### src/rtl/dso100fb_sequencer.sv
// rtl/dso100fb_sequencer.sv - DSO100 framebuffer pipeline sequencer
// Orders fetch commands, FIFO flushes and timing enable around START/STOP requests.
module dso100fb_sequencer #(
  parameter int LEVEL_W   = 10,
  parameter int PREFILL   = 256,
  parameter int TIMEOUT_W = 20
) (
  input  logic               CLK,
  input  logic               RST_N,
  input  logic               START,
  input  logic               STOP,
  output logic               STARTED,
  output logic               STOPPED,
  output logic [1:0]         STATE,
  input  logic [31:0]        FB_BASE,
  input  logic [22:0]        FB_LENGTH,
  output logic               FETCH_CMD_VALID,
  input  logic               FETCH_CMD_READY,
  output logic [31:0]        FETCH_CMD_BASE,
  output logic [22:0]        FETCH_CMD_LENGTH,
  input  logic               FETCH_BUSY,
  input  logic [LEVEL_W-1:0] FIFO_LEVEL,
  output logic               FIFO_FLUSH,
  output logic               TIMING_EN,
  input  logic               FRAME_END,
  output logic               OVERRUN,
  output logic               ERROR
);

  typedef enum logic [1:0] {
    ST_IDLE     = 2'd0,
    ST_STARTING = 2'd1,
    ST_RUNNING  = 2'd2,
    ST_STOPPING = 2'd3
  } state_t;

  localparam logic [LEVEL_W-1:0] PREFILL_LVL = LEVEL_W'(PREFILL);

  state_t               state, state_nx;
  logic                 cmd_valid, cmd_valid_nx;
  logic [31:0]          cmd_base, cmd_base_nx;
  logic [22:0]          cmd_length, cmd_length_nx;
  logic                 stop_pending, stop_pending_nx;
  logic [TIMEOUT_W-1:0] wdog, wdog_nx, wdog_inc;
  logic                 timing_en, timing_en_nx;
  logic                 started_q, started_nx;
  logic                 stopped_q, stopped_nx;
  logic                 flush_q, flush_nx;
  logic                 overrun_q, overrun_nx;
  logic                 error_q, error_nx;
  logic                 prefilled;

  assign prefilled = FIFO_LEVEL >= PREFILL_LVL;
  assign wdog_inc  = wdog + TIMEOUT_W'(1);

  always_ff @(posedge CLK or negedge RST_N) begin
    if (!RST_N) begin
      state        <= ST_IDLE;
      cmd_valid    <= 1'b0;
      cmd_base     <= '0;
      cmd_length   <= '0;
      stop_pending <= 1'b0;
      wdog         <= '0;
      timing_en    <= 1'b0;
      started_q    <= 1'b0;
      stopped_q    <= 1'b0;
      flush_q      <= 1'b0;
      overrun_q    <= 1'b0;
      error_q      <= 1'b0;
    end else begin
      state        <= state_nx;
      cmd_valid    <= cmd_valid_nx;
      cmd_base     <= cmd_base_nx;
      cmd_length   <= cmd_length_nx;
      stop_pending <= stop_pending_nx;
      wdog         <= wdog_nx;
      timing_en    <= timing_en_nx;
      started_q    <= started_nx;
      stopped_q    <= stopped_nx;
      flush_q      <= flush_nx;
      overrun_q    <= overrun_nx;
      error_q      <= error_nx;
    end
  end

  always_comb begin
    state_nx        = state;
    cmd_valid_nx    = cmd_valid;
    cmd_base_nx     = cmd_base;
    cmd_length_nx   = cmd_length;
    stop_pending_nx = stop_pending;
    wdog_nx         = wdog;
    timing_en_nx    = timing_en;
    started_nx      = 1'b0;
    stopped_nx      = 1'b0;
    flush_nx        = 1'b0;
    overrun_nx      = 1'b0;
    error_nx        = 1'b0;

    // A new command is only ever issued while VALID is low, so acceptance never collides with a latch.
    if (cmd_valid && FETCH_CMD_READY) cmd_valid_nx = 1'b0;

    case (state)
      ST_IDLE: begin
        if (START && !STOP && (FB_LENGTH != '0)) begin
          cmd_valid_nx  = 1'b1;
          cmd_base_nx   = FB_BASE;
          cmd_length_nx = FB_LENGTH;
          flush_nx      = 1'b1;
          wdog_nx       = '0;
          state_nx      = ST_STARTING;
        end
      end
      ST_STARTING: begin
        stop_pending_nx = stop_pending | STOP;
        wdog_nx         = wdog_inc;
        if (!cmd_valid && prefilled) begin
          if (stop_pending) begin
            state_nx = ST_STOPPING;
          end else begin
            state_nx     = ST_RUNNING;
            timing_en_nx = 1'b1;
            started_nx   = 1'b1;
          end
        end else if (&wdog_inc) begin
          error_nx = 1'b1;
          state_nx = ST_STOPPING;
        end
      end
      ST_RUNNING: begin
        // STOP arriving with FRAME_END only arms the next frame boundary.
        stop_pending_nx = stop_pending | STOP;
        if (FRAME_END) begin
          if (stop_pending) begin
            timing_en_nx = 1'b0;
            state_nx     = ST_STOPPING;
          end else if (!cmd_valid) begin
            cmd_valid_nx  = 1'b1;
            cmd_base_nx   = FB_BASE;
            cmd_length_nx = FB_LENGTH;
          end else begin
            overrun_nx = 1'b1;
          end
        end
      end
      ST_STOPPING: begin
        timing_en_nx = 1'b0;
        if (!cmd_valid && !FETCH_BUSY) begin
          flush_nx        = 1'b1;
          stopped_nx      = 1'b1;
          stop_pending_nx = 1'b0;
          state_nx        = ST_IDLE;
        end
      end
      default: state_nx = ST_IDLE;
    endcase
  end

  assign STATE            = state;
  assign STARTED          = started_q;
  assign STOPPED          = stopped_q;
  assign FETCH_CMD_VALID  = cmd_valid;
  assign FETCH_CMD_BASE   = cmd_base;
  assign FETCH_CMD_LENGTH = cmd_length;
  assign FIFO_FLUSH       = flush_q;
  assign TIMING_EN        = timing_en;
  assign OVERRUN          = overrun_q;
  assign ERROR            = error_q;

endmodule

### config.mk
export PLATFORM = sky130hd
export DESIGN_NAME = dso100fb_sequencer
export DESIGN_NICKNAME = d
export VERILOG_FILES = /design/src/rtl/dso100fb_sequencer.sv
export SDC_FILE = /design/constraint.sdc
export NUM_CORES = 1
export LEC_CHECK = 0
export CORE_ASPECT_RATIO = 0.6
export CORE_MARGIN = 5
export CORE_UTILIZATION = 46
export CTS_BUF_LIST = sky130_fd_sc_hd__clkbuf_16
export CTS_CLUSTER_DIAMETER = 40
export DETAILED_ROUTE_END_ITERATION = 8
export PLACE_DENSITY = 0.81
export REMOVE_ABC_BUFFERS = 1
export SYNTH_ARGS = -nofsm -noshare
export SYNTH_HDL_FRONTEND = slang
export SYNTH_SLANG_ARGS = --single-unit
### constraint.sdc
create_clock -name CLK -period 3.2 [get_ports CLK]
set_input_delay 0.64 -clock CLK [delete_from_list [all_inputs] [get_ports CLK]]
set_output_delay 0.64 -clock CLK [all_outputs]
set_load 0.02 [all_outputs]
==> impl_metrics.tcl, run 1 <==
set metrics [dict create \
    cts_sinks 85 \
    worst_pin_slew_ns 1.071 \
    run_status "completed" \
    hold_violations 0 \
    io_pins 136 \
    fmaxAchievable_ghz 0.3498 \
    clkLatencyLatePin_ns 0.34 \
    cts_buffers 9 \
    grt_pass1_vias 3265 \
    drcViolationCount 0 \
    dp_hpwl_um 7913 \
    crit_type "reg -> reg" \
    synth_commonest_cells "dfrtp_1, o21ai_0, mux2_1" \
    grt_max_degree 86 \
    path_clk_slew_ns 0.06 \
    die_area_um2 10740 \
    cts_root_buffer "clkbuf_16" \
    tritoncts "done" \
    drt_iter0_markers 296 \
    crit_arrival_ns 3.08 \
    core.rowCount 26 \
    p_leak_nw 2.339 \
    synth_edf_count 0 \
    die_y_um 82.31 \
    fin_crit_ns 2.859 \
    cts_hold_buf 0 \
    antenna_found_initial 0 \
    min_path_type "in -> async" \
    async_flop_share 1.000 \
    syn2layout_area_growth_pct 42.67 \
    ys_warn_count 0 \
    maxSlewViolCount 0 \
    yosysTopAreaCellShare 0.5306 \
    start_util 0.4721 \
    synth_cell_types 47 \
    design.core.area_um2 8491 \
    powerDensity_nw_per_um2 983.5 \
    drive_gt1_frac 0.1155 \
    finalSetupViolations 0 \
    synth.ff_latch_count 85 \
    avgSynthCellArea_um2 11.32 \
    avgViaCountPerCell 5.549 \
    synthMostInstantiatedCell "dfrtp_1" \
    nNetsFinal 558 \
    first_pass_iters 6 \
    synth_top_area_cell "dfrtp_1" \
    wl_um 10780 \
    ant_nets 0 \
    irDropWorstVdd_v 0.0005774 \
    grt_pass1_wl_um 17390 \
    pre_cts_ws_ns 0.2367 \
    yosysSeqAreaShare 0.5306 \
    crit_fanout 9 \
    dieWidth_um 130.5 \
    drv_cap 0 \
    rsz0062_at_grt "no" \
    grt-ovfl-total 0 \
    synth_area_leaders "dfrtp_1, mux2_1, mux2_2" \
    tns_ns 0 \
    wl_per_cell_um 18.06 \
    portBuffers 127 \
    slew_headroom 0.2860 \
    cts_max_level 3 \
    cts.path.max_buffers 2 \
    startpoint_type "flop" \
    worstPathRequired_ns 3.42 \
    fin_worst_skew_ns 0.006409 \
    cts_setup_buffers 0 \
    min_period_over_period 0.8934 \
    vias 3313 \
    n_antenna_cell 0 \
    synthesis.area_um2 4009 \
    syn_inst 354 \
    yosys_most_used_dff "dfrtp_1" \
    grtUsageTotal 0.2108 \
    crit_path_end_kind "flop" \
    reg2reg_depth 8 \
    cts_resized 0 \
    layout_setup_ws_ns 0.3412 \
    gp_congestion 0.8728 \
]
path summary, 6_finish.rpt:
check	start	end	slack, ns
worst max-delay path	wdog[0]	STATE[1]	0.34
min in group CLK	FETCH_CMD_BASE[25]	FETCH_CMD_BASE[25]	0.48
worst min-delay path	RST_N	FETCH_CMD_BASE[2]	0.48
worst min register to register	FETCH_CMD_BASE[25]	FETCH_CMD_BASE[25]	0.48
max in group asynchronous	RST_N	FETCH_CMD_BASE[18]	2.01
worst max register to register	wdog[0]	STATE[1]	0.34
final cells by class:
cell class	count	area, µm²
multi-input cells	240	1767
clock inverters	7	83.83
flip-flops and latches	85	2127
repair buffers	132	1331
inverters	12	45.04
fillers	619	2771
clock buffers	9	225.2
well taps	112	140.1
flip-flops by register name, summed over array words and instances (netlist names), 2 cells and up:
signal and flops:
FETCH_CMD_LENGTH 23, STATE 2, wdog 20, FETCH_CMD_BASE 32
cells in the final DEF, fill, tap and decap left out, types with 4 or more instances in the layout:
master	synthesis	layout
clkdlybuf4s50_1	0	126
dfrtp_1	85	85
o21ai_0	31	31
mux2_1	28	28
mux2_2	27	27
nand2_1	22	22
nor2_1	19	19
inv_1	12	15
a21oi_1	12	12
nand3_1	11	11
o31ai_1	9	9
clkbuf_16	0	9
nor4_1	6	6
nand4_1	6	6
a31oi_1	6	6
ha_1	6	6
nor3_1	5	5
nor2b_1	4	4
and3_1	4	4
buf_4	0	4
worst max-delay path, stage by stage, from the launching register on:
cell	delay, ns
dfrtp_1	0.50
ha_1	0.40
nand4_4	0.19
nor4_4	0.37
nand2_1	0.11
or4_1	0.41
a31oi_1	0.30
nand3_1	0.19
a31o_1	0.26
power by group:
group          total [mW]  switching (mW)  internal (mW)
clock network        1.08           0.408          0.673
registers            1.79           0.278           1.51
logic                2.76            1.38           1.37
metrics by stage:
step	cells	instance area, µm²	util	hold WS (ns)	power (mW)
after floorplan	337	3938	-	0.3444	3.268
after global placement	581	5410	0.6372	0.4673	4.469
final	597	5719	0.6736	0.4754	5.625
after CTS	597	5719	0.6736	0.4846	5.667
after detailed placement	581	5410	0.6372	0.4737	4.571
after global routing	597	5719	0.6736	0.4936	5.931
cell families (layout without fill, tap and decap cells):
family / count (synthesis) / after routing / share of synthesized area
and+or+nand+nor: 99 / 99 / 0.1420
DFF: 85 / 85 / 0.5306
AOI/OAI and AO/OA: 76 / 76 / 0.1158
muxes: 57 / 57 / 0.1595
buffers and inverters: 29 / 160 / 0.02902
adders and majority gates: 6 / 6 / 0.01873
xor gates and xnor gates: 2 / 2 / 0.004370
layer usage:
layer | global-route usage | up-vias | share of wire
li1 | - | 1552 | -
met1 | 0.2834 | 1610 | 0.44
met2 | 0.3469 | 140 | 0.47
met3 | 0.05334 | 11 | 0.073
met4 | 0.05031 | 0 | 0.0089
met5 | 0 | - | 0
Power figures use the tool's default switching activity.
==> run 2: changes to the inputs <==
--- a/config.mk
+++ b/config.mk
@@ -5,12 +5,14 @@
 export SDC_FILE = /design/constraint.sdc
 export NUM_CORES = 1
 export LEC_CHECK = 0
+export ABC_AREA = 1
 export CORE_ASPECT_RATIO = 0.6
 export CORE_MARGIN = 5
 export CORE_UTILIZATION = 46
 export CTS_BUF_LIST = sky130_fd_sc_hd__clkbuf_16
 export CTS_CLUSTER_DIAMETER = 40
 export DETAILED_ROUTE_END_ITERATION = 8
+export GPL_TIMING_DRIVEN = 0
 export PLACE_DENSITY = 0.81
 export REMOVE_ABC_BUFFERS = 1
 export SYNTH_ARGS = -nofsm -noshare
==> run 2 against run 1 <==
Effect of this change: critical path depth rose by 1; critical path type is now in -> reg; final cell count rose by 25%; highest routed layer unchanged; worst setup slack improved by 0.0041 ns; non-clock buffer count fell by 2; sequential share of layout area fell by 0.27 points; total power fell by 2.0%; via count rose by 17%; register-to-register slack improved by 0.37 ns; largest cell class unchanged.
==> impl_metrics.tcl, run 2 <==
set metrics [dict create \
    grt_pass1_vias 3699 \
    p_int_mw 3.218 \
    n_antenna_cell 0 \
    yosysSeqAreaShare 0.5247 \
    synth_cell_types 29 \
    dp_hpwl_um 8351 \
    grt_pass1_wl_um 18640 \
    fin_cells 748 \
    p_leak_nw 2.685 \
    io_pins 136 \
    seqPwrFrac 0.316 \
    fillers 669 \
    regArea_um2 2127 \
    tritoncts "done" \
    slew_headroom 0.4473 \
    cpPeakStageDelay_ns 0.44 \
    min_period_over_period 0.8921 \
    design_area_um2 5762 \
    wl_um 11590 \
    synth_commonest_cells "nand2_1, dfrtp_1, inv_1" \
    ys_warn_count 0 \
    crit_fanout 41 \
    start_util 0.4738 \
    syn2layout_area_growth_pct 42.13 \
    grtUsageTotal 0.2166 \
    largest_reg_flops 32 \
    fin_worst_skew_ns 0.004960 \
    switching_share 0.4162 \
    design.core.area_um2 8556 \
    synth_area_leaders "dfrtp_1, nand2_1, nand3_1" \
    cts_resized 2 \
    combPwrFrac 0.501 \
    die_y_um 82.72 \
    crit_path_end_kind "flop" \
    avgViaCountPerCell 5.164 \
    grt-ovfl-total 0 \
    cp_slowest_cell "clkdlybuf4s50_1" \
    die_area_um2 10850 \
    powerDensity_nw_per_um2 956.8 \
    cts_sinks 85 \
    synth.ff_latch_count 85 \
    wl_per_cell_um 15.49 \
    path_cells "clkdlybuf4s50_1, nor4_1, nand4_1, nand2_1, nand2_4, nand2_2, clkinv_1, nand3_1, o21ai_0" \
    cts_buffers 9 \
    cts_root_buffer "clkbuf_16" \
    cts_hold_buf 0 \
    synth_edf_count 0 \
    antenna_found_initial 0 \
    cts.path.max_buffers 2 \
    run_status "completed" \
    worstPathRequired_ns 3.39 \
    clkPwrFrac 0.183 \
    synthesis.area_um2 4054 \
    gp_congestion 0.8861 \
    async_flop_share 1.000 \
    yosys_most_used_dff "dfrtp_1" \
    crit_type "in -> reg" \
    clkLatencyLatePin_ns 0.35 \
    cts_setup_buffers 0 \
    synthMostInstantiatedCell "nand2_1" \
    avgSynthCellArea_um2 7.964 \
    portBuffers 127 \
    crit_arrival_ns 3.05 \
    synth_top_area_cell "dfrtp_1" \
    first_pass_iters 5 \
    worst_pin_slew_ns 0.8289 \
    cts_max_level 3 \
    yosysTopAreaCellShare 0.5247 \
    drive_gt1_frac 0.06289 \
    layout_commonest_cell "nand2_1" \
    fin_crit_ns 2.855 \
    dpl_cell_area_um2 5463 \
    drcViolationCount 0 \
    path_clk_slew_ns 0.06 \
    maxSlewViolCount 0 \
    dp.cells 733 \
    netSwitchingPower_mw 2.294 \
    drt_iter0_markers 319 \
    drv_cap 0 \
    startpoint_type "input port" \
    nNetsFinal 710 \
    final_cell_mix "nand2_1, clkdlybuf4s50_1, dfrtp_1, inv_1, nand3_1" \
    rsz0062_at_grt "no" \
    dieWidth_um 131.2 \
    irDropWorstVdd_v 0.0004851 \
    min_path_type "in -> async" \
    ant_nets 0 \
    hold_violations 0 \
    vias 3863 \
    hold-worst-slack_ns 0.2861 \
    syn_inst 509 \
    grt_max_degree 44 \
    finalSetupViolations 0 \
    fmaxAchievable_ghz 0.3503 \
    multi_input_area_um2 1660 \
    core.rowCount 26 \
]
run 2: metal layers:
metal,wire (µm),share of wire,GRT usage,vias to the layer above
met1,4998,0.43,0.2846,1826
met3,902,0.078,0.07203,15
met2,5555,0.48,0.3477,146
met4,133,0.011,0.06120,0
met5,0,0,0,-
li1,-,-,-,1876
run 2: path summary, 6_finish.rpt:
kind	slack [ns]	endpoint	cells after the start	from
min in group CLK	0.47	FETCH_CMD_BASE[18]	2	FETCH_CMD_BASE[18]
worst min-delay path	0.29	STATE[1]	1	RST_N
worst max register to register	0.71	FETCH_CMD_LENGTH[19]	9	STATE[0]
max in group asynchronous	2.30	FETCH_CMD_BASE[29]	2	RST_N
worst min register to register	0.47	FETCH_CMD_BASE[18]	2	FETCH_CMD_BASE[18]
worst max-delay path	0.35	wdog[17]	9	FB_LENGTH[17]
run 2: cell families after synthesis:
family / Yosys count / synth area share
AO/OA/AOI/OAI: 55 / 0.07161
XOR/XNOR: 2 / 0.004322
adder cells (fa/ha/maj): 6 / 0.01852
buffers and inverters: 76 / 0.07376
flip-flops: 85 / 0.5247
AND/OR/NAND/NOR: 285 / 0.3071
run 2: area by class of cell:
type	count	share of cell area
clock buffers	9	0.03909
clock inverters	6	0.009555
inverters	58	0.03779
multi-input cells	348	0.2882
flip-flops and latches	85	0.3692
well taps	112	0.02432
repair buffers	130	0.2319
run 2: stage by stage:
| step | utilization | total power, mW | worst slack (ns) | setup TNS (ns) |
|---|---|---|---|---|
| detailed placement | 0.6385 | 4.475 | -1.005 | -51.18 |
| floorplan | - | 3.152 | -0.9693 | -48.95 |
| finish | 0.6734 | 5.513 | 0.3454 | 0 |
| global placement | 0.6293 | 4.311 | -2.673 | -284.37 |
| CTS | 0.6718 | 5.524 | 0.04199 | 0 |
| global route | 0.6734 | 5.880 | 0.05976 | 0 |
run 2: worst max-delay path: cells and delay by family:
| kind | cells | cell delay, ns |
|---|---|---|
| and+or+nand+nor | 6 | 1.53 |
| buffers and inverters | 2 | 0.77 |
| AOI/OAI and AO/OA | 1 | 0.09 |
run 2: power groups by stage:
stage	Combinational (mW)	Sequential [mW]	Clock (mW)
CTS	2.76	1.74	1.03
global placement	2.58	1.73	0
finish	2.76	1.74	1.01
detailed placement	2.73	1.75	0
global route	3.01	1.80	1.07
floorplan	0.968	2.18	0
